==> src/rtl/std_sdivmod_pipe_if.sv <==
// Handshake bundle for std_sdivmod_pipe: go/left/right from the controller,
// quotient/remainder/done back from the divider.
interface std_sdivmod_pipe_if #(
    parameter int width = 32
);
    logic             go;
    logic [width-1:0] left;
    logic [width-1:0] right;
    logic [width-1:0] out_quotient;
    logic [width-1:0] out_remainder;
    logic             done;

    modport master (
        output go,
        output left,
        output right,
        input  out_quotient,
        input  out_remainder,
        input  done
    );

    modport slave (
        input  go,
        input  left,
        input  right,
        output out_quotient,
        output out_remainder,
        output done
    );
endinterface

==> src/rtl/std_sdivmod_pipe.sv <==
// std_sdivmod_pipe: multi-cycle signed divider returning the C-style truncated
// quotient and remainder (remainder takes the dividend's sign).
// Operands are reduced to width-bit magnitudes, divided by a restoring
// shift-subtract core (one bit per cycle), then sign-corrected.
// Optional feature macro: SDIVMOD_EARLY_OUT_EN -- when defined, a zero dividend
// or zero divisor skips the iteration phase and finishes in two cycles.
module std_sdivmod_pipe #(
    parameter int width = 32
) (
    input  logic              clk,
    input  logic              reset,
    std_sdivmod_pipe_if.slave bus
);
    localparam int cnt_w = $clog2(width + 1);

    typedef enum logic [1:0] {
        IDLE = 2'd0,
        RUN  = 2'd1,
        FIX  = 2'd2,
        DONE = 2'd3
    } state_t;

    state_t           state_r;
    logic [cnt_w-1:0] cnt_r;
    logic [width-1:0] abs_l_r;   // |left|, kept intact for the divide-by-zero remainder
    logic [width-1:0] abs_r_r;   // |right|
    logic [width-1:0] dvd_r;     // dividend magnitude, shifted out MSB first
    logic [width:0]   rem_r;     // partial remainder
    logic [width-1:0] quo_r;     // quotient magnitude, shifted in LSB first
    logic             sign_l_r;
    logic             sign_r_r;
    logic             div0_r;
    logic [width-1:0] q_out_r;
    logic [width-1:0] r_out_r;
    logic             done_r;

    logic [width+1:0] trial_s;
    logic             trial_ok_s;
    logic [width-1:0] q_fix_s;
    logic [width-1:0] r_fix_s;

    // Two's complement negation; MIN maps to itself, which gives the MIN/-1 wrap.
    function automatic logic [width-1:0] neg_f(input logic [width-1:0] v);
        return (~v) + width'(1);
    endfunction

    // Unsigned magnitude of a signed operand; |MIN| = 2^(width-1) fits exactly.
    function automatic logic [width-1:0] mag_f(input logic [width-1:0] v);
        return v[width-1] ? neg_f(v) : v;
    endfunction

    // Restoring step: the trial subtraction is one bit wider than the shifted
    // remainder so its MSB is a clean borrow/sign indicator.
    always_comb begin
        trial_s    = {rem_r, dvd_r[width-1]} - {2'b00, abs_r_r};
        trial_ok_s = ~trial_s[width+1];
    end

    // Sign correction; a zero divisor keeps the all-ones quotient and hands back
    // the original dividend as the remainder.
    always_comb begin
        q_fix_s = quo_r;
        r_fix_s = rem_r[width-1:0];
        if (div0_r) begin
            q_fix_s = {width{1'b1}};
            r_fix_s = sign_l_r ? neg_f(abs_l_r) : abs_l_r;
        end else begin
            q_fix_s = (sign_l_r ^ sign_r_r) ? neg_f(quo_r) : quo_r;
            r_fix_s = sign_l_r ? neg_f(rem_r[width-1:0]) : rem_r[width-1:0];
        end
    end

    // Control FSM, datapath registers and registered outputs; reset wins over go.
    always_ff @(posedge clk) begin
        if (reset) begin
            state_r  <= IDLE;
            cnt_r    <= {cnt_w{1'b0}};
            abs_l_r  <= {width{1'b0}};
            abs_r_r  <= {width{1'b0}};
            dvd_r    <= {width{1'b0}};
            rem_r    <= {(width+1){1'b0}};
            quo_r    <= {width{1'b0}};
            sign_l_r <= 1'b0;
            sign_r_r <= 1'b0;
            div0_r   <= 1'b0;
            q_out_r  <= {width{1'b0}};
            r_out_r  <= {width{1'b0}};
            done_r   <= 1'b0;
        end else begin
            case (state_r)
                IDLE: begin
                    done_r <= 1'b0;
                    if (bus.go) begin
                        abs_l_r  <= mag_f(bus.left);
                        abs_r_r  <= mag_f(bus.right);
                        dvd_r    <= mag_f(bus.left);
                        sign_l_r <= bus.left[width-1];
                        sign_r_r <= bus.right[width-1];
                        div0_r   <= (bus.right == {width{1'b0}});
                        rem_r    <= {(width+1){1'b0}};
                        quo_r    <= {width{1'b0}};
                        cnt_r    <= cnt_w'(width);
`ifdef SDIVMOD_EARLY_OUT_EN
                        if ((bus.left == {width{1'b0}}) || (bus.right == {width{1'b0}})) begin
                            state_r <= FIX;
                        end else begin
                            state_r <= RUN;
                        end
`else
                        state_r <= RUN;
`endif
                    end else begin
                        state_r <= IDLE;
                    end
                end
                RUN: begin
                    if (!bus.go) begin
                        state_r <= IDLE;
                    end else begin
                        if (trial_ok_s) begin
                            rem_r <= trial_s[width:0];
                            quo_r <= {quo_r[width-2:0], 1'b1};
                        end else begin
                            rem_r <= {rem_r[width-1:0], dvd_r[width-1]};
                            quo_r <= {quo_r[width-2:0], 1'b0};
                        end
                        dvd_r <= {dvd_r[width-2:0], 1'b0};
                        cnt_r <= cnt_r - cnt_w'(1);
                        if (cnt_r == cnt_w'(1)) begin
                            state_r <= FIX;
                        end else begin
                            state_r <= RUN;
                        end
                    end
                end
                FIX: begin
                    if (!bus.go) begin
                        state_r <= IDLE;
                    end else begin
                        q_out_r <= q_fix_s;
                        r_out_r <= r_fix_s;
                        done_r  <= 1'b1;
                        state_r <= DONE;
                    end
                end
                DONE: begin
                    done_r  <= 1'b0;
                    state_r <= IDLE;
                end
                default: begin
                    done_r  <= 1'b0;
                    state_r <= IDLE;
                end
            endcase
        end
    end

    assign bus.out_quotient  = q_out_r;
    assign bus.out_remainder = r_out_r;
    assign bus.done          = done_r;
endmodule
==> src/flat_wrapper.sv <==
// flat-port wrapper written by rule: the top's interface ports become plain ports
module std_sdivmod_pipe_flat 
#(
    parameter int width = 32
)
  (clk, reset, bus_go, bus_left, bus_right, bus_out_quotient, bus_out_remainder, bus_done);
  std_sdivmod_pipe_if #(.width(width)) bus_i ();
  input  logic clk;
  input  logic reset;
  input wire logic [$bits(bus_i.go)-1:0] bus_go;
  input wire logic [$bits(bus_i.left)-1:0] bus_left;
  input wire logic [$bits(bus_i.right)-1:0] bus_right;
  output wire logic [$bits(bus_i.out_quotient)-1:0] bus_out_quotient;
  output wire logic [$bits(bus_i.out_remainder)-1:0] bus_out_remainder;
  output wire logic [$bits(bus_i.done)-1:0] bus_done;
  assign bus_i.go = bus_go;
  assign bus_i.left = bus_left;
  assign bus_i.right = bus_right;
  assign bus_out_quotient = bus_i.out_quotient;
  assign bus_out_remainder = bus_i.out_remainder;
  assign bus_done = bus_i.done;
  std_sdivmod_pipe #(.width(width)) u_core (.clk(clk), .reset(reset), .bus(bus_i));
endmodule
==> config.mk <==
export PLATFORM = sky130hd
export DESIGN_NAME = std_sdivmod_pipe_flat
export DESIGN_NICKNAME = d
export VERILOG_FILES = /design/src/rtl/std_sdivmod_pipe_if.sv /design/src/rtl/std_sdivmod_pipe.sv /design/src/flat_wrapper.sv
export SDC_FILE = /design/constraint.sdc
export NUM_CORES = 1
export LEC_CHECK = 0
export BUFFER_PORTS_ARGS = -buffer_cell sky130_fd_sc_hd__buf_4
export CORE_ASPECT_RATIO = 1.25
export CORE_UTILIZATION = 50
export DETAILED_ROUTE_END_ITERATION = 6
export PLACE_DENSITY = 0.83
export SLEW_MARGIN = 25
export SYNTH_ARGS = -nofsm -noshare
export SYNTH_HDL_FRONTEND = slang
export SYNTH_SLANG_ARGS = --single-unit
==> constraint.sdc <==
create_clock -name clk -period 2.95 [get_ports clk]
set_input_delay 0.295 -clock clk [delete_from_list [all_inputs] [get_ports clk]]
set_output_delay 0.295 -clock clk [all_outputs]
set_load 0.005 [all_outputs]
==> results of run 1 <==
state kept, by name (all words and copies together), names as in the netlist:
| name | count |
|---|---|
| u_core.bus.done | 1 |
| u_core.bus.out_quotient | 32 |
| u_core.state_r | 2 |
| u_core.abs_l_r | 32 |
| u_core.sign_r_r | 1 |
| u_core.quo_r | 32 |
| u_core.bus.out_remainder | 32 |
| u_core.rem_r | 33 |
| u_core.cnt_r | 6 |
| u_core.dvd_r | 32 |
| u_core.div0_r | 1 |
| u_core.abs_r_r | 32 |
| u_core.sign_l_r | 1 |
synthesized netlist by cell type (35+ instances only):
cell type    n
xnor2_1     82
o21ai_0     96
dfxtp_1    237
a21oi_1     99
nand2_1    160
a22oi_1     35
nor3_1      59
inv_1       64
xor2_1      75
clkbuf_1    91
a211oi_1    46
nor2_1     262
ha_1        42
through the flow:
stage	util	hold slack, ns
detailed placement	0.5911	0.4480
global route	0.6366	0.06011
floorplan	-	0.4310
CTS	0.6257	0.05038
global placement	0.5907	0.4403
finish	0.6366	0.04562
worst paths after layout:
path | slack, ns | from | to | depth (start not counted)
min | 0.05 | bus_right[0] | u_core.abs_r_r[0] | 3
min reg2reg | 0.45 | u_core.bus.out_remainder[1] | u_core.bus.out_remainder[1] | 2
max reg2reg | -0.05 | u_core.abs_l_r[10] | u_core.bus.out_remainder[24] | 9
max | -0.05 | u_core.abs_l_r[10] | u_core.bus.out_remainder[24] | 9
placed cells by master (no fill, tap or decap), types with 9 or more instances in the layout:
master     instances
a211oi_1          43
a21o_1             9
a21oi_1           93
a222oi_1          29
a22oi_1           35
a311oi_1          13
a31oi_1           10
a32oi_1            9
buf_4            270
clkbuf_16         26
clkinv_2           9
dfxtp_1          231
ha_1              37
inv_1             59
mux2i_1           29
nand2_1          159
nand3_1           14
nand4_1            9
nor2_1           260
nor3_1            58
nor4_1            12
o211ai_1          12
o21ai_0           73
o21ai_1           22
o22ai_1           27
o31ai_1           22
o41ai_1           12
or3_1             18
or4_1             16
or4_4              9
xnor2_1           81
xor2_1            75
cells by family (layout without fill, tap and decap cells):
| group | count (synthesis) | count (layout) | share of synthesized area |
|---|---|---|---|
| adder cells (fa/ha/maj) | 43 | 43 | 0.03960 |
| buffers and inverters | 179 | 392 | 0.04940 |
| flip-flops | 237 | 237 | 0.3444 |
| AND/OR/NAND/NOR | 605 | 605 | 0.1996 |
| AO/OA/AOI/OAI | 478 | 478 | 0.2382 |
| multiplexers | 37 | 37 | 0.02897 |
| XOR/XNOR | 157 | 157 | 0.09981 |
what timing repair did:
| action | in CTS | in global routing |
|---|---|---|
| hold buffers | 0 | 0 |
| endpoints found under the setup margin | 39 | 54 |
| setup buffers | 3 | 9 |
| pin swaps | 8 | 24 |
| gates resized for setup | 10 | 73 |
| cloned | 1 | 1 |
worst reg2reg max path, cell delays in order, from the launching register on:
cell and delay (ns):
dfxtp_1 0.35, or4_1 0.60, nor4_2 0.25, buf_4 0.17
nand3_1 0.12, buf_4 0.19, o311ai_0 0.49, o21ai_1 0.21
a2111oi_2 0.42, a21o_1 0.12
power by group through the flow:
stage	logic [W]	clock network (W)	registers, W
6_report	0.00129	0.00322	0.00342
5_1_grt	0.00141	0.00338	0.00344
4_1_cts	0.00123	0.00324	0.00342
3_5_place_dp	0.00121	0	0.00349
3_3_place_gp	0.00117	0	0.00348
2_1_floorplan	0.000799	0	0.00346
layer usage:
| layer | track usage | vias to the layer above | wire length, um | share of wire |
|---|---|---|---|---|
| li1 | - | 6666 | - | - |
| met3 | 0.03382 | 142 | 2152 | 0.053 |
| met1 | 0.3296 | 6577 | 16230 | 0.40 |
| met2 | 0.4860 | 552 | 20240 | 0.50 |
| met5 | 0 | - | 0 | 0 |
| met4 | 0.1406 | 0 | 2027 | 0.050 |
area by class of cell:
type / count / area (um2)
Fill cell: 2147 / 9778
Tap cell: 345 / 431.7
Sequential cell: 237 / 4755
Multi-Input combinational cell: 1320 / 8651
Clock inverter: 14 / 141.4
Inverter: 65 / 244.0
Timing Repair Buffer: 281 / 2207
Clock buffer: 32 / 701.9
==> reports/results.ini, run 1 <==
[critical_path]
crit_slowest_cell=or4_1
critical-path-top-delay-family=compound AO/OA/AOI/OAI gates
worst_setup_path_end_kind=register
crit_chain=or4_1, nor4_2, buf_4, nand3_1, buf_4, o311ai_0, o21ai_1, a2111oi_2, a21o_1
cp_max_fo=5
critPathKind=register to register
cp.required_ns=3.43
start_kind=register
slowest_delay_ns=0.60
cp.arrival_ns=3.48
critPathBufInv=2
crit_path_frequent_cell=buf_4

[logic_synthesis]
synth_ff_type=dfxtp_1
synth_cells=1736
netlist.area_leader.share=0.3444
synth-seq-cells=237
ys_seq_area_frac=0.3444
yosysUniqueCellTypes=78
synth_fp_nets=1846
synth_warnings=0
postSynth.asyncResetShare=0
synth_edf_count=0
yosysTopAreaCell=dfxtp_1
syn_avg_cell_area_um2=7.936
syn-cell-area_mm2=0.01378
yosys-top-cells-area=dfxtp_1, nor2_1, xnor2_1

[sta]
timing.final.ws_setup_ns=-0.04939
max_freq_mhz=333.4
tns_ns=-0.04939
finalSetupViolations=1
min_period_ns=2.999
final-hold-violation-count=0
finalMaxSlewViolations=0
rsz0062_at_grt=yes
fin_crit_sh=1.017
slew_headroom=0.3509
finClkSkew_ns=0.01028
worst_slew_pin_slew_ns=0.9727

[power]
ir_drop_mv=0.4909
power_density_mw_per_mm2=462.7
p_sw_frac=0.2775
power.total_w=0.007927
p_clk_frac=0.406
switching_power_w=0.002200
pwr-share-comb=0.162
p_seq_frac=0.432
p_int_w=0.005727
leakagePower_nw=6.809

[die]
dieWidth_um=150.5
row_count=67
die_area_mm2=0.02823
dieHeight_um=187.6
coreArea_mm2=0.02691
design.portCount=132
start_util=0.5120

[status]
violations=design-rule violations, negative setup slack
status=finished with violations

[finish]
final_area_mm2=0.01713
antenna_cells=0
instances_no_fill=2294
nets=2040
area_delta_synth_final_pct=24.35
drive_gt1_frac=0.2104

[route]
wl_per_cell_um=17.72
drc_errors=1
first_iter_violations=1275
ant_nets=0
via_count=13940
dr.pass1.iters=7
viasPerCell=6.075
wl_mm=40.65

[cts]
root_buffer=clkbuf_16
cts_buffers=25
clk_latency_ns=0.54
path_clk_slew_ns=0.06
htreeDepth=1
cts_tree=done
clock_path_buffers=3
cts.sinks=237

[worst_hold_path]
min_path_type=input port to register

[placement]
placed_cell_area_mm2=0.01591
dp_hpwl_mm=28.45
dp_slack_ns=-0.3861
place_congestion=0.9149
dp.cells=2235
portBuffers=131

[run]
cap_violations=0

[global_route]
grt_pass1_vias=13530
grt_max_degree=102
grt_remaining_overflow=0
track_usage=0.2780
grt_pass1_wl_mm=64.94
antenna_found_initial=0

Note: power is estimated with default switching activity, not from simulation.
==> run 2: changes to the inputs <==
--- a/config.mk
+++ b/config.mk
@@ -14,3 +14,4 @@
 export SYNTH_ARGS = -nofsm -noshare
 export SYNTH_HDL_FRONTEND = slang
 export SYNTH_SLANG_ARGS = --single-unit
+export TNS_END_PERCENT = 50
==> run 2 against run 1 <==
Effect of this change:
- via count is 0.10% lower
- routed wire length shrank 1.4%
- largest power group unchanged
- setup slack better by 0.040 ns
- highest routed layer unchanged
- sequential power barely moved
- the flow finishes with violations (negative setup slack)
- sequential share of layout area shrank 0.12 points
- global-route usage decreased by 0.11 points
- clock power decreased by 2%
- utilization up 0.25 points
- hold slack worse by 0.011 ns
==> reports/results.ini, run 2 (same netlist as run 1, synthesis figures left out) <==
[cts]
ctsHoldBuffers=0
clock_path_buffers=3
cts_tree=done
htreeDepth=1
path_clk_slew_ns=0.06
cts.sinks=237
root_buffer=clkbuf_16
clk_latency_ns=0.54
cts_buffers=25

[sta]
worst_slew_pin_slew_ns=0.9690
whs_ns=0.03453
max_freq_mhz=337.9
slew_headroom=0.3540
finalMaxSlewViolations=0
finClkSkew_ns=0.01917
min_period_ns=2.960
fin_crit_sh=1.003
finalSetupViolations=1
rsz0062_at_grt=yes
timing.final.ws_setup_ns=-0.009507
final-hold-violation-count=0

[global_route]
grt_pass1_wl_mm=64.61
grt_remaining_overflow=0
grt_max_degree=95
antenna_found_initial=0
track_usage=0.2769
grt_pass1_vias=13230

[route]
via_count=13920
dr.pass1.iters=7
viasPerCell=6.043
wl_mm=40.10
ant_nets=0
first_iter_violations=1262
wl_per_cell_um=17.40
drc_errors=0

[critical_path]
r2r_slack_ns=-0.01
r2r_cells=9
cp.arrival_ns=3.35
worst_setup_path_end_kind=register
r2r-end=u_core.bus.out_remainder[31]
start_kind=register
cp_max_fo=4
reg2reg_from=u_core.rem_r[5]
cp.required_ns=3.34
critPathKind=register to register

[finish]
multi_input_area_mm2=0.008680
nets=2053
top_register=u_core.rem_r
layout_commonest_cell=buf_4
ff_latch_area_mm2=0.004752
antenna_cells=0
layout_common_cells=buf_4, nor2_1, dfxtp_1
drive_gt1_frac=0.2108
utilization=0.6391
nFillCells=2161
area_delta_synth_final_pct=24.83
largest_register_ffs=33

[power]
leakagePower_nw=6.834
ir_drop_mv=0.4938
power_density_mw_per_mm2=459.1

[worst_hold_path]
min_path_type=input port to register
hp-start=bus_right[0]
hold_path_end=u_core.abs_r_r[0]
whs_path_depth=3

[die]
die_area_mm2=0.02823
row_count=67
design.portCount=132
start_util=0.5120
dieHeight_um=187.6
coreArea_mm2=0.02691
dieWidth_um=150.5

[status]
status=finished with violations
violations=negative setup slack

[run]
cap_violations=0

[placement]
dp_hpwl_mm=28.53
portBuffers=131
place_congestion=0.9207

## run 2: repair_timing
item,in CTS,in global routing
setup buffers,3,5
cloned,0,1
setup endpoints to repair,37,52
pin swaps,12,19
gates resized for setup,20,49
## run 2: final cells by class
| cell class | instances | share of cell area |
|---|---|---|
| Clock inverter | 7 | 0.005820 |
| Clock buffer | 36 | 0.04169 |
| Inverter | 65 | 0.01419 |
| Tap cell | 345 | 0.02510 |
| Timing Repair Buffer | 294 | 0.1322 |
| Sequential cell | 237 | 0.2763 |
| Multi-Input combinational cell | 1320 | 0.5047 |
## run 2: worst max-delay path by stage
stage,to,from,cells past startpoint
floorplan,u_core.abs_r_r[29],bus_right[12],8
global placement,u_core.abs_r_r[29],bus_right[12],9
detailed placement,u_core.abs_r_r[29],bus_right[12],9
CTS,u_core.bus.out_remainder[28],u_core.rem_r[0],10
global route,u_core.rem_r[27],u_core.abs_r_r[10],12
finish,u_core.bus.out_remainder[31],u_core.rem_r[5],9
## run 2: per-stage QoR
step / area (um2) / power [W] / cells / TNS [ns] / setup slack [ns]
final: 17200 / 0.007895 / 2304 / -0.009507 / -0.009507
after global routing: 17200 / 0.008204 / 2304 / -0.6496 / -0.1159
after CTS: 16890 / 0.007871 / 2298 / -0.04190 / -0.02565
after detailed placement: 15980 / 0.004713 / 2252 / -6.427 / -0.3643
after global placement: 15980 / 0.004672 / 2252 / -4.503 / -0.3434
after floorplan: 13790 / 0.004255 / 1736 / -0.4064 / -0.09706
## run 2: power by group
part	internal, W	total (W)	switching [W]	leakage, nW
clock network	0.00186	0.00317	0.00131	0.405
logic	0.000552	0.00130	0.000747	4.50
registers	0.00332	0.00343	0.000105	1.93
total	0.00574	0.00790	0.00216	6.83
## run 2: per-layer routing
metal	GRT usage	part of all wire	vias to the layer above
li1	-	-	6704
met1	0.3385	0.40	6582
met2	0.4759	0.50	523
met3	0.03504	0.055	114
met4	0.1298	0.045	0
met5	0	0	-
## run 2: worst max-delay path, cell delays in order, from the launching register on
cell,delay [ns]
dfxtp_1,0.36
or4_4,0.56
buf_4,0.16
nor3_2,0.20
nand4_1,0.31
or4_4,0.54
o31ai_2,0.27
xnor2_1,0.12
o211ai_1,0.20
a21oi_1,0.09
==> run 3: changes to the inputs <==
--- a/config.mk
+++ b/config.mk
@@ -5,11 +5,12 @@
 export SDC_FILE = /design/constraint.sdc
 export NUM_CORES = 1
 export LEC_CHECK = 0
+export ABC_AREA = 1
 export BUFFER_PORTS_ARGS = -buffer_cell sky130_fd_sc_hd__buf_4
 export CORE_ASPECT_RATIO = 1.25
 export CORE_UTILIZATION = 50
 export DETAILED_ROUTE_END_ITERATION = 6
-export PLACE_DENSITY = 0.83
+export PLACE_DENSITY = 0.82
 export SLEW_MARGIN = 25
 export SYNTH_ARGS = -nofsm -noshare
 export SYNTH_HDL_FRONTEND = slang
==> run 3 against run 2 <==
Effect of this change:
- the run now ends clean
- total power rose by 1.9%
- die area rose by 19%
- maximum frequency rose by 15%
- utilization fell by 6.4 points
- sequential power barely moved
- final cell count rose by 39%
- register-to-register slack improved by 0.39 ns
- sequential share of layout area fell by 1.9 points
- synthesized cell count rose by 56%
- clock-buffer cell count rose by 3
- non-clock buffer count fell by 139
- highest routed layer unchanged
==> reports/results.ini, run 3 <==
[status]
status=finished, final reports clean

[power]
leakagePower_nw=9.100
p_int_w=0.005597
power_density_mw_per_mm2=436.6
p_seq_frac=0.422
p_sw_frac=0.3043
p_clk_frac=0.398
switching_power_w=0.002449
ir_drop_mv=0.4747
power.total_w=0.008046
pwr-share-comb=0.179

[die]
start_util=0.5129
dieHeight_um=204.8
coreArea_mm2=0.03206
dieWidth_um=164.2
die_area_mm2=0.03362
design.portCount=132
row_count=73

[finish]
antenna_cells=0
area_delta_synth_final_pct=12.07
layout_common_cells=nand2_1, inv_1, nor2_1
final_area_mm2=0.01843
nets=2886
utilization=0.5748
top_register=u_core.rem_r
layout_commonest_cell=nand2_1
largest_register_ffs=33
drive_gt1_frac=0.09374

[cts]
path_clk_slew_ns=0.06
cts_tree=done
post_cts_buffers=0
cts_buffers=26
clk_latency_ns=0.56
cts.sinks=237
cts_resized=0
root_buffer=clkbuf_16
ctsHoldBuffers=0
htreeDepth=1
clock_path_buffers=3

[route]
ant_nets=0
wl_mm=50.33
first_iter_violations=1686
viasPerCell=5.437
drc_errors=0
via_count=17440
dr.pass1.iters=5
wl_per_cell_um=15.69

[placement]
dp_hpwl_mm=38.04
place_congestion=0.9908
placed_cell_area_mm2=0.01760
portBuffers=131

[global_route]
track_usage=0.3014
grt_remaining_overflow=0
grt_pass1_vias=16310
antenna_found_initial=0
grt_pass1_wl_mm=81.59
grt_max_degree=86

[sta]
rsz0062_at_grt=no
tns_ns=0
fin_crit_sh=0.8695
final-hold-violation-count=0
finalSetupViolations=0
whs_ns=0.03443
finClkSkew_ns=0.02522
worst_slew_pin_slew_ns=0.7353
max_freq_mhz=389.9
min_period_ns=2.565
slew_headroom=0.5067
finalMaxSlewViolations=0

[logic_synthesis]
yosysUniqueCellTypes=50
synth_fp_nets=2816
synth_top_family_by_area=simple AND/OR/NAND/NOR gates
synth_common_cells=nand2_1, inv_1, nor2_1
synth-seq-cells=237
ys_seq_area_frac=0.2885
synthAdderAreaFrac=0.03318
synth_compound_area_frac=0.1581
synth-xor-area-share=0.03675
synth_edf_count=0
synth_warnings=0
synth_cells=2706
synth_mux_area_frac=0
synth_most_common_cell=nand2_1
yosys-top-cells-area=dfxtp_1, nand2_1, inv_1
netlist.area_leader.share=0.2885
syn-cell-area_mm2=0.01644
syn_avg_cell_area_um2=6.077
synthSimpleGateAreaFrac=0.3468
postSynth.asyncResetShare=0
yosysTopAreaCell=dfxtp_1
synth_ff_type=dfxtp_1

[critical_path]
crit_slowest_cell=dfxtp_1
cp.arrival_ns=3.04
start_kind=register
crit_path_frequent_cell=nand2_2
cp_max_fo=34
crit_chain=ha_1, nand2_1, inv_1, nand2_1, nand2_2, inv_1, nand3_2, nand2_2, nand2_2, nand2_4, nand3_4, nand3_1, nand3_1, a21oi_1
cp.required_ns=3.43
critPathKind=register to register
worst_setup_path_end_kind=register
slowest_delay_ns=0.46

[worst_hold_path]
min_path_type=input port to register

[run]
cap_violations=0

==> run 3: logic make-up (layout without fill, tap and decap cells) <==
kind of cell | count (synthesis) | after routing
AOI/OAI and AO/OA | 482 | 482
xor gates and xnor gates | 69 | 69
adders and majority gates | 43 | 43
buffers and inverters | 554 | 643
DFF | 237 | 237
and+or+nand+nor | 1321 | 1321
==> run 3: worst paths after layout <==
path                                          from            endpoint  slack [ns]  depth (start not counted)
worst max-delay path               u_core.rem_r[7]    u_core.rem_r[18]        0.39                         14
worst min-delay path                  bus_right[1]   u_core.abs_r_r[1]        0.03                          3
worst max register to register     u_core.rem_r[7]    u_core.rem_r[18]        0.39                         14
worst min register to register  u_core.abs_r_r[31]  u_core.abs_r_r[31]        0.48                          2
==> run 3: area by class of cell <==
type                            instances  area, um2
Timing Repair Buffer                  155       1226
Inverter                              441       1655
Multi-Input combinational cell       1915       9460
Sequential cell                       237       4745
Tap cell                              412      515.5
Clock inverter                          8      86.33
Fill cell                            3118      13630
Clock buffer                           39      739.5
==> run 3: power groups by stage <==
stage	sequential (W)	clock (W)	combinational, W
2_1_floorplan	0.00344	0	0.000997
5_1_grt	0.00341	0.00336	0.00160
3_3_place_gp	0.00346	0	0.00141
3_5_place_dp	0.00346	0	0.00142
6_report	0.00340	0.00320	0.00144
4_1_cts	0.00339	0.00324	0.00143
==> run 3: critical path: cells and delay by family (launching register included) <==
family | cells | cell delay [ns]
adders and majority gates | 1 | 0.36
DFF | 1 | 0.46
AOI/OAI and AO/OA | 1 | 0.15
buffers and inverters | 2 | 0.16
and+or+nand+nor | 10 | 1.37
==> run 3: metrics by stage <==
step,cells,setup slack [ns]
after detailed placement,3160,0.4369
after floorplan,2706,1.002
after CTS,3207,0.4059
after global routing,3207,0.1867
after global placement,3160,0.4215
final,3207,0.3850
==> run 3: routing by layer <==
metal / vias up / track usage / share of wire
met5: - / 0 / 0
met4: 0 / 0.1376 / 0.046
met3: 116 / 0.02409 / 0.056
met2: 583 / 0.5238 / 0.48
met1: 7959 / 0.3753 / 0.42
li1: 8780 / - / -
